**src/rtl/cpu_pkg.sv**
```systemverilog
// cpu_pkg: shared CPU pipeline definitions.
//   - Bit positions of the 8-bit decode control bundle.
//   - ALUOp encodings used by the decoder and the ALU control.
//   - REG_ZERO, the hard-wired zero register address.
package cpu_pkg;

  // Control bundle bit map
  localparam int CTRL_ALUSRC   = 0;
  localparam int CTRL_ALUOP_LO = 1;
  localparam int CTRL_ALUOP_HI = 2;
  localparam int CTRL_REGDST   = 3;
  localparam int CTRL_MEMREAD  = 4;
  localparam int CTRL_MEMWRITE = 5;
  localparam int CTRL_REGWRITE = 6;
  localparam int CTRL_MEMTOREG = 7;

  // ALUOp encodings
  localparam logic [1:0] ALUOP_ADD   = 2'b00;
  localparam logic [1:0] ALUOP_RTYPE = 2'b11;

  localparam logic [4:0] REG_ZERO = 5'd0;

  // Destination register select: rd for R-type (RegDst=1), rt otherwise.
  function automatic logic [4:0] sel_dst(input logic reg_dst,
                                         input logic [4:0] rd,
                                         input logic [4:0] rt);
    return reg_dst ? rd : rt;
  endfunction

endpackage

```
**src/rtl/pipe_reg_en.sv**
```systemverilog
// pipe_reg_en: generic pipeline register with load enable and synchronous clear.
//   clk  in  clock
//   en   in  load d into q when high (ignored while clr is high)
//   clr  in  synchronous clear to zero; has priority over en
//   d    in  WIDTH next value
//   q    out WIDTH registered value
// Shared by the IF/ID, ID/EX and EX/MEM stages.
module pipe_reg_en #(
  parameter int WIDTH = 8
) (
  input  logic             clk,
  input  logic             en,
  input  logic             clr,
  input  logic [WIDTH-1:0] d,
  output logic [WIDTH-1:0] q
);

  logic [WIDTH-1:0] q_q;
  logic [WIDTH-1:0] q_d;

  always_comb begin
    q_d = q_q;
    if (clr) begin
      q_d = '0;
    end else if (en) begin
      q_d = d;
    end
  end

  always_ff @(posedge clk) begin
    q_q <= q_d;
  end

  assign q = q_q;

endmodule

```
**src/rtl/id_ex_pipe_reg.sv**
```systemverilog
// id_ex_pipe_reg: ID/EX pipeline register.
//   Captures the decode control bundle, operands, immediate and register
//   addresses, and presents them to EX one cycle later with the control
//   split into EX/M/WB fields. The write destination (rd/rt) is resolved
//   before the register, and RegWrite to $0 is suppressed here.
// Edge priority: rst_i > flush_i > stall_i > load.
// Ports:
//   clk_i, rst_i (sync, active high), stall_i (hold), flush_i (bubble)
//   ctrl_i, pc_i, rs_data_i, rt_data_i, imm_i, rs/rt/rd_addr_i : from ID
//   valid_o, alu_src_o, alu_op_o, mem_read_o, mem_write_o,
//   reg_write_o, mem_to_reg_o, pc_o, rs_data_o, rt_data_o, imm_o,
//   rs_addr_o, rt_addr_o, dst_addr_o : to EX
//   bubble_cnt_o, stall_cnt_o : performance counters
// Configuration macro: ID_EX_PERF_EN adds the saturating bubble/stall
// counters and their ports; without it they are absent.
module id_ex_pipe_reg
  import cpu_pkg::*;
#(
  parameter int DATA_W = 32,
  parameter int CTRL_W = 8,
  parameter int CNT_W  = 16
) (
  input  logic              clk_i,
  input  logic              rst_i,
  input  logic              stall_i,
  input  logic              flush_i,
  input  logic [CTRL_W-1:0] ctrl_i,
  input  logic [DATA_W-1:0] pc_i,
  input  logic [DATA_W-1:0] rs_data_i,
  input  logic [DATA_W-1:0] rt_data_i,
  input  logic [DATA_W-1:0] imm_i,
  input  logic [4:0]        rs_addr_i,
  input  logic [4:0]        rt_addr_i,
  input  logic [4:0]        rd_addr_i,
  output logic              valid_o,
  output logic              alu_src_o,
  output logic [1:0]        alu_op_o,
  output logic              mem_read_o,
  output logic              mem_write_o,
  output logic              reg_write_o,
  output logic              mem_to_reg_o,
  output logic [DATA_W-1:0] pc_o,
  output logic [DATA_W-1:0] rs_data_o,
  output logic [DATA_W-1:0] rt_data_o,
  output logic [DATA_W-1:0] imm_o,
  output logic [4:0]        rs_addr_o,
  output logic [4:0]        rt_addr_o,
  output logic [4:0]        dst_addr_o
`ifdef ID_EX_PERF_EN
  ,
  output logic [CNT_W-1:0]  bubble_cnt_o,
  output logic [CNT_W-1:0]  stall_cnt_o
`endif
);

  localparam int CG_W = 8;          // valid + 7 control outputs
  localparam int DG_W = 4 * DATA_W; // pc, rs, rt, imm
  localparam int AG_W = 15;         // rs, rt, dst addresses

  // Reset and flush both produce an all-zero stage; stall simply withholds
  // the load enable. Because clr outranks en, flush beats stall.
  logic reg_clr;
  logic reg_en;
  assign reg_clr = rst_i | flush_i;
  assign reg_en  = ~stall_i;

  logic [4:0]      dst_d;
  logic            reg_write_d;
  logic [CG_W-1:0] ctrl_grp_d, ctrl_grp_q;
  logic [DG_W-1:0] data_grp_d, data_grp_q;
  logic [AG_W-1:0] addr_grp_d, addr_grp_q;

  always_comb begin
    dst_d       = sel_dst(ctrl_i[CTRL_REGDST], rd_addr_i, rt_addr_i);
    // A write to $0 would be discarded anyway; killing it here keeps the
    // forwarding unit from matching on $0.
    reg_write_d = ctrl_i[CTRL_REGWRITE] & (dst_d != REG_ZERO);
    ctrl_grp_d  = {1'b1,
                   ctrl_i[CTRL_MEMTOREG],
                   reg_write_d,
                   ctrl_i[CTRL_MEMWRITE],
                   ctrl_i[CTRL_MEMREAD],
                   ctrl_i[CTRL_ALUOP_HI:CTRL_ALUOP_LO],
                   ctrl_i[CTRL_ALUSRC]};
    data_grp_d  = {pc_i, rs_data_i, rt_data_i, imm_i};
    addr_grp_d  = {rs_addr_i, rt_addr_i, dst_d};
  end

  pipe_reg_en #(.WIDTH(CG_W)) u_ctrl_reg (
    .clk(clk_i), .en(reg_en), .clr(reg_clr), .d(ctrl_grp_d), .q(ctrl_grp_q)
  );

  pipe_reg_en #(.WIDTH(DG_W)) u_data_reg (
    .clk(clk_i), .en(reg_en), .clr(reg_clr), .d(data_grp_d), .q(data_grp_q)
  );

  pipe_reg_en #(.WIDTH(AG_W)) u_addr_reg (
    .clk(clk_i), .en(reg_en), .clr(reg_clr), .d(addr_grp_d), .q(addr_grp_q)
  );

  assign {valid_o, mem_to_reg_o, reg_write_o, mem_write_o,
          mem_read_o, alu_op_o, alu_src_o}           = ctrl_grp_q;
  assign {pc_o, rs_data_o, rt_data_o, imm_o}         = data_grp_q;
  assign {rs_addr_o, rt_addr_o, dst_addr_o}          = addr_grp_q;

`ifdef ID_EX_PERF_EN
  localparam logic [CNT_W-1:0] CNT_ONE = {{(CNT_W-1){1'b0}}, 1'b1};

  logic [CNT_W-1:0] bubble_cnt_d, bubble_cnt_q;
  logic [CNT_W-1:0] stall_cnt_d,  stall_cnt_q;

  // Saturating counters; a cycle with both flush and stall is a bubble only.
  always_comb begin
    bubble_cnt_d = bubble_cnt_q;
    stall_cnt_d  = stall_cnt_q;
    if (rst_i) begin
      bubble_cnt_d = '0;
      stall_cnt_d  = '0;
    end else if (flush_i) begin
      if (bubble_cnt_q != '1) bubble_cnt_d = bubble_cnt_q + CNT_ONE;
    end else if (stall_i) begin
      if (stall_cnt_q != '1) stall_cnt_d = stall_cnt_q + CNT_ONE;
    end
  end

  always_ff @(posedge clk_i) begin
    bubble_cnt_q <= bubble_cnt_d;
    stall_cnt_q  <= stall_cnt_d;
  end

  assign bubble_cnt_o = bubble_cnt_q;
  assign stall_cnt_o  = stall_cnt_q;
`endif

endmodule
```
**config.mk**
```make
export PLATFORM = sky130hd
export DESIGN_NAME = id_ex_pipe_reg
export DESIGN_NICKNAME = d
export VERILOG_FILES = /design/src/rtl/cpu_pkg.sv /design/src/rtl/pipe_reg_en.sv /design/src/rtl/id_ex_pipe_reg.sv
export SDC_FILE = /design/constraint.sdc
export NUM_CORES = 1
export LEC_CHECK = 0
export BUFFER_PORTS_ARGS = -buffer_cell sky130_fd_sc_hd__buf_2
export CAP_MARGIN = 10
export CORE_MARGIN = 4
export CORE_UTILIZATION = 44
export DETAILED_ROUTE_END_ITERATION = 7
export GPL_TIMING_DRIVEN = 0
export PLACE_DENSITY = 0.83
export SLEW_MARGIN = 30
export SYNTH_ARGS = -nofsm -noshare
export SYNTH_HDL_FRONTEND = slang
export SYNTH_SLANG_ARGS = --single-unit
export TNS_END_PERCENT = 5
```
**constraint.sdc**
```tcl
create_clock -name clk_i -period 1 [get_ports clk_i]
set_input_delay 0.1 -clock clk_i [delete_from_list [all_inputs] [get_ports clk_i]]
set_output_delay 0.1 -clock clk_i [all_outputs]
set_load 0.02 [all_outputs]
```
# Word-level counts from Yosys, hierarchy flattened

Index checks and enable logic that the tools add are counted.

$add $sub $neg: 0
$mul: 0
Div/mod/pow operators: 0
Order comparisons: 0
Equal/unequal tests: 0
Shift operators: 0
Muxes and demuxes: 1
Bitwise gates (word level): 2
Reductions and logical operators: 1

Operator list:

| cell              | number |
|---|---|
| $mux 5            | 1 |
| $reduce_bool 5->1 | 1 |
| $and 1x1->1       | 1 |
| $or 1x1->1        | 1 |

Flip-flop bits (word level): 151
Latch bits: 0
Memory bits (writable): 0
ROM bits: 0
Input port bits: 155
Output and inout port bits: 151
Logic and storage cells: 7
Memories: 0

# Longest topological paths before layout

Gate-level depths: netlist of the first run.

Word-level depth: 3
Gate-level depth with buffers: 5
Depth with buffers taken out: 3

# Cells and area by module

A second synthesis of the first run with hierarchy kept.

Cell total of the unflattened synthesis: 497
Area total of the unflattened synthesis: 5,572.8 um^2

By module, submodules not included:

| module                   | times used | cells an instance | area an instance (um^2) | seq. area each (um^2) |
|---|---|---|---|---|
| pipe_reg_en (u_data_reg) | 1          | 412               | 4,652.0                 | 2,562.5 |
| pipe_reg_en (u_addr_reg) | 1          | 48                | 541.8                   | 300.3 |
| pipe_reg_en (u_ctrl_reg) | 1          | 26                | 285.3                   | 160.2 |
| id_ex_pipe_reg           | 1          | 11                | 93.8                    | 0.0 |

# Worst setup path after synthesis of the first run

OpenSTA, ideal clock, no wires.

Path kind: input-to-reg
Start: input flush_i
End: register u_data_reg.q_q[40], in the netlist u_data_reg.q[40]
Setup time: 0.063 ns
Arrival time: 0.815 ns
Required time: 0.937 ns
Setup slack: 0.123 ns
Stages on the path: 5
Path buffers: 3
Cell sequence: or2_1 > buf_6 > buf_6 > buf_6 > nor2_2

Cells in the longest elaborated chain, start to end: 1

Ends and longest elaborated chain:

| what                   | line                 | source |
|---|---|---|
| start: declaration     | id_ex_pipe_reg.sv:26 | `input logic flush_i,` |
| $or 1x1->1             | id_ex_pipe_reg.sv:64 | `assign reg_clr = rst_i \| flush_i;` |
| end signal: assignment | pipe_reg_en.sv:31    | `q_q <= q_d;` |
| end: declaration       | pipe_reg_en.sv:18    | `logic [WIDTH-1:0] q_q;` |

No other way between the ends.
A chain may end at the register's enable or synchronous reset.

# Worst setup path after layout of the first run

Start: register u_data_reg.q_q[95], in the netlist u_data_reg.q[95]
End: output rs_data_o[31]

RTL lines:

| what             | line                 | source |
|---|---|---|
| end: declaration | id_ex_pipe_reg.sv:43 | `output logic [DATA_W-1:0] rs_data_o,` |

No word-level cell between the ends.

==> results.yml, run 1 <==
timing:
  worst_pin_slew_ns: 0.636
  maxSlewViolCount: 0
  post-route-period-util: 1.04
  setup_viol: 41
  hold_viol: 0
  slew_headroom: 0.576
  finalSetupTns_ns: -0.368
  max_freq_ghz: 0.965
  layout_setup_ws_ns: -0.0368
  grt_setup_unrepaired: "true"
  post-route-min-period_ns: 1.04
  finalClockSkew_ns: 0
drt:
  wl_per_cell_um: 23.4
  viasPerCell: 5.31
  drc: 0
  drtPass1Iterations: 5
  wirelength_um: 26800
  dr.first_iter.drc_count: 401
  vias: 6085
  route.antenna.remaining_nets: 0
clocking:
  htree_num_levels: 4
  cts_tree: "done"
  cts_made_buffers: 17
  clk_path_buf_depth: 2
  clk_pin_slew_ns: 0.06
  clock-root-buffer: "clkbuf_16"
  cts.sinks: 151
  clk_latency_ns: 0.42
floorplanning:
  die-width_um: 120
  rows: 40
  fp.dieH_um: 120
  io_pins: 306
  core_area_um2: 12100
  start_util: 0.453
  die_area_um2: 14300
grt:
  grt_antenna_before_repair: 1
  grt_pass1_vias: 6658
  grt_pass1_wl_um: 36600
  grt_max_degree: 17
  gr-total-overflow: 0
  grt.total_usage: 0.332
worst_setup_path:
  worst_ep_required_time_ns: 0.90
  crit_cells: 1
  crit_buf_inv: 1
  r2r_end: "u_data_reg.q[103]$_SDFFE_PP0N_"
  crit_family: "flip-flops"
  crit_chain: "buf_6"
  cp.arrival_ns: 0.94
  r2r_slack_ns: 0.12
  cpPeakStageDelay_ns: 0.37
  r2r_start: "u_data_reg.q[103]$_SDFFE_PP0N_"
  crit_path_top_delay_cell: "dfxtp_2"
  crit_path_max_fanout: 2
  critPathLaunchType: "register"
  end_kind: "output port"
  crit_type: "register to output port"
  ff2ff_path_depth: 2
yosys:
  synth.area.top_cells: "dfxtp_1, mux2i_1, nor2_1"
  synthDominantCellAreaShare: 0.551
  syn_avg_cell_area_um2: 11.0
  synth-seq-area-share: 0.551
  synth_cells: 500
  yosys.area.top_type: "dfxtp_1"
  yosys_register_bits: 151
  ys_types: 19
  synth_area_um2: 5490
  syn_nets: 655
  yosys_warnings: 0
pwr:
  powerDensity_nw_per_um2: 1500
  p_leak_nw: 5.01
  power_mw: 15.6
  ir_worst_vdd_uv: 1140
placed_design:
  gp_congestion: 0.789
  dp_hpwl_um: 11400
  portBuffers: 303
  placed_cells: 971
run:
  maxCapViolCount: 0
cells_and_area:
  nets: 1119
  instances_no_fill: 1146
  syn_to_final_growth_pct: 89.8
  drive_gt1_frac: 0.542
  final_util: 0.860
hold_path:
  min-delay-start: "ctrl_i[6]"
  min_to: "u_ctrl_reg.q[5]$_SDFFE_PP0N_"
  hold_path_depth: 3
  hold_class: "input port to register"
run_status:
  violations: "setup timing"
  status: "finished with violations"
## routing by layer
metal	global-route usage	part of all wire
met4	0.228	0.079
met2	0.615	0.52
met5	0	0
met1	0.310	0.32
met3	0.102	0.080
## layout make-up
| class | instances | area, um2 |
|---|---|---|
| repair buffers | 445 | 3910 |
| flip-flops and latches | 151 | 3210 |
| multi-input cells | 313 | 2220 |
| fillers | 544 | 1690 |
| clock buffers | 19 | 443 |
| plain buffers | 35 | 265 |
| well taps | 168 | 210 |
| clock inverters | 12 | 154 |
| diodes | 2 | 5.00 |
| inverters | 1 | 3.75 |
## what timing repair did
| action | 4_1_cts | 5_1_grt |
|---|---|---|
| pin swaps | 0 | 1 |
| endpoints found under the setup margin | 151 | 139 |
| hold buffers | 143 | 0 |
| buffers inserted | 0 | 2 |
| gates resized for setup | 358 | 102 |
| endpoints found under the hold margin | 143 | 0 |
| cloned | 0 | 0 |
## cell usage after synthesis
cell type  instances
nand2_1            1
a21oi_1            1
mux2_2             5
nor3b_1            2
inv_1              1
dfxtp_1          151
nor4b_1            1
or2_1              1
o2bb2ai_1          1
clkbuf_1           6
nor4_1             1
nor2_2            10
o22ai_1            1
mux2i_1          149
nor2_1           139
buf_2              8
buf_6             12
nor3_1             1
buf_4              9
## registers in the layout, indices dropped and copies added, names as in the netlist
name,flops
u_addr_reg.q,15
u_ctrl_reg.q,8
u_data_reg.q,128
## stage by stage
step                      hold WS, ns  setup slack, ns  cell area [um2]
after floorplan                 0.244            0.123             5490
after global placement          0.327           -0.136             7220
after detailed placement        0.337           -0.150             7220
after CTS                     0.00626          -0.0143            10200
after global routing           0.0550          -0.0479            10400
final                          0.0542          -0.0368            10400
## power by group
part,switching (mW),internal (mW),total (mW)
combinational,1.19,1.35,2.54
clock,2.67,3.97,6.65
sequential,0.180,6.26,6.44
## cells by family after synthesis
logic type,count (synthesis),share of synthesized area
simple gates,156,0.115
mux,154,0.282
flops,151,0.551
buf+inv,36,0.0490
compound gates,3,0.00365
## placed cells by master, fill, tap and decap left out, drive strengths merged
cell type,n
buf,331
dfxtp,151
mux2i,149
nor2,149
dlygate4sd3,139
clkbuf,25
clkinv,6
mux2,5
dlymetal6s4s,4
clkinvlp,3
bufinv,3
diode,2
nor3b,2
or2,1
nor4b,1
nor4,1
nor3,1
o22ai,1
nand2,1
o2bb2ai,1
inv,1
a21oi,1
## how the worst max path moves through the flow
stage          slack, ns                          start                              to
2_1_floorplan       0.12                        flush_i   u_data_reg.q[40]$_SDFFE_PP0N_
5_1_grt            -0.05   u_ctrl_reg.q[4]$_SDFFE_PP0N_                     mem_write_o
4_1_cts            -0.01   u_ctrl_reg.q[4]$_SDFFE_PP0N_                     mem_write_o
3_5_place_dp       -0.15                        flush_i    u_ctrl_reg.q[4]$_SDFFE_PP0N_
3_3_place_gp       -0.14                        flush_i  u_data_reg.q[127]$_SDFFE_PP0N_
6_report           -0.04  u_data_reg.q[95]$_SDFFE_PP0N_                   rs_data_o[31]
Note: power is estimated with default switching activity, not from simulation.
==> run 2, diff against run 1 <==
Settings changed: CORE_AREA from default to 4 4 118 120, CORE_MARGIN 4 to default, CORE_UTILIZATION 44 to default, CTS_BUF_LIST from default to sky130_fd_sc_hd__clkbuf_8, DIE_AREA from default to 0 0 122 124, PLACE_DENSITY 0.83 to 0.8.
==> run 2 against run 1 <==
  * Cell count is 1.2% higher
  * Critical path type unchanged
  * Power decreased by 15%
  * Highest routed layer unchanged
  * Largest power group is now sequential cells
  * Sequential share of layout area up 0.71 points
  * Sequential cell count unchanged
  * The run still ends with setup timing left
==> results.yml, run 2 (synthesized netlist as in run 1, its figures left out) <==
cells_and_area:
  syn_to_final_growth_pct: 86.1
  final_cell_mix: "buf_6, buf_2, mux2i_1"
  largest_reg_flops: 128
  nets: 1123
  fin_area_um2: 10200
  final_common_cell: "buf_6"
  instances_no_fill: 1160
  final-seq-area_um2: 3220
  drive_gt1_frac: 0.537
  nFillCells: 685
  multi_input_area_um2: 2220
drt:
  route.antenna.remaining_nets: 0
  wl_per_cell_um: 20.5
  dr.first_iter.drc_count: 222
  drc: 0
  wirelength_um: 23800
  vias: 5895
  drtPass1Iterations: 5
  viasPerCell: 5.08
placed_design:
  portBuffers: 303
  dpl-instance-area_um2: 7230
  gp_congestion: 0.725
  pre_cts_slack_ns: -0.206
  placed_cells: 979
  dp_hpwl_um: 11500
timing:
  post-route-period-util: 1.05
  max_freq_ghz: 0.955
  finalClockSkew_ns: 0
  slew_headroom: 0.579
  holdWs_ns: 0.0844
  setup_viol: 139
  layout_setup_ws_ns: -0.0467
  grt_setup_unrepaired: "true"
  finalSetupTns_ns: -1.88
  hold_viol: 0
  worst_pin_slew_ns: 0.632
  post-route-min-period_ns: 1.05
  maxSlewViolCount: 0
clocking:
  cts_tree: "done"
  cts_made_buffers: 17
  clk_latency_ns: 0.45
  clk_pin_slew_ns: 0.09
  cts.sinks: 151
  clock-root-buffer: "clkbuf_8"
  htree_num_levels: 4
  clk_path_buf_depth: 2
grt:
  gr-total-overflow: 0
  grt_max_degree: 17
  grt_pass1_wl_um: 34800
  grt_pass1_vias: 6657
  grt_antenna_before_repair: 3
  grt.total_usage: 0.305
pwr:
  ir_worst_vdd_uv: 1000
  p_leak_nw: 4.90
  powerDensity_nw_per_um2: 1310
worst_setup_path:
  critPathCapture: "imm_o[25]"
  cp-startpoint: "u_data_reg.q[25]$_SDFFE_PP0N_"
  crit_path_max_fanout: 2
  crit_type: "register to output port"
  crit_path_top_delay_cell: "dfxtp_2"
  crit_chain: "buf_6"
  cp.arrival_ns: 0.95
  cpPeakStageDelay_ns: 0.37
  crit_cells: 1
  crit_buf_inv: 1
  r2r_slack_ns: 0.18
  worst_ep_required_time_ns: 0.90
  critPathLaunchType: "register"
  crit_family: "flip-flops"
  r2r_start: "u_data_reg.q[31]$_SDFFE_PP0N_"
  ff2ff_path_depth: 2
  r2r_end: "u_data_reg.q[31]$_SDFFE_PP0N_"
  end_kind: "output port"
hold_path:
  hold_path_depth: 4
  hold_class: "input port to register"
floorplanning:
  fp.dieH_um: 124
  die-width_um: 122
  core_area_um2: 13000
  start_util: 0.423
  die_area_um2: 15100
  rows: 42
  io_pins: 306
run_status:
  violations: "setup timing"
  status: "finished with violations"
run:
  maxCapViolCount: 0
run 2: cell type report:
class / count / share of cell area
clock buffer: 17 / 0.0229
sequential: 151 / 0.315
multi-input combinational: 313 / 0.217
tap: 176 / 0.0216
buffer: 35 / 0.0260
inverter: 1 / 0.000368
antenna: 3 / 0.000735
clock inverter: 15 / 0.0123
timing repair buffer: 449 / 0.384
run 2: timing repair:
item	in CTS	in global routing
buffers inserted	0	1
endpoints found under the setup margin	151	152
gates resized for setup	453	6
hold buffers	145	0
hold endpoints to repair	145	0
run 2: how the worst min path moves through the flow:
stage                 startpoint                             end  slack [ns]
finish              rd_addr_i[1]    u_addr_reg.q[1]$_SDFFE_PP0N_        0.08
global route        rd_addr_i[1]    u_addr_reg.q[1]$_SDFFE_PP0N_        0.09
CTS                 rd_addr_i[3]    u_addr_reg.q[3]$_SDFFE_PP0N_       0.006
detailed placement       pc_i[9]  u_data_reg.q[105]$_SDFFE_PP0N_        0.34
global placement       imm_i[20]   u_data_reg.q[20]$_SDFFE_PP0N_        0.33
floorplan           rs_addr_i[0]   u_addr_reg.q[10]$_SDFFE_PP0N_        0.24
run 2: routing by layer:
metal / up-vias / wire length, um / track usage
met2: 368 / 12600 / 0.571
met5: - / 0 / 0
li1: 2600 / - / -
met3: 126 / 2140 / 0.114
met1: 2801 / 7590 / 0.266
met4: 0 / 1500 / 0.214
run 2: stage by stage:
step           power, mW  utilization
6_report            13.3        0.787
5_1_grt             13.7        0.787
4_1_cts             13.1        0.783
3_5_place_dp        8.07        0.557
3_3_place_gp        8.04        0.557
2_1_floorplan       7.42            -
run 2: report_power, final:
part	switching [mW]	internal, mW	total (mW)
clock network	2.32	2.14	4.46
logic	1.13	1.35	2.47
registers	0.167	6.24	6.41
total	3.61	9.73	13.3
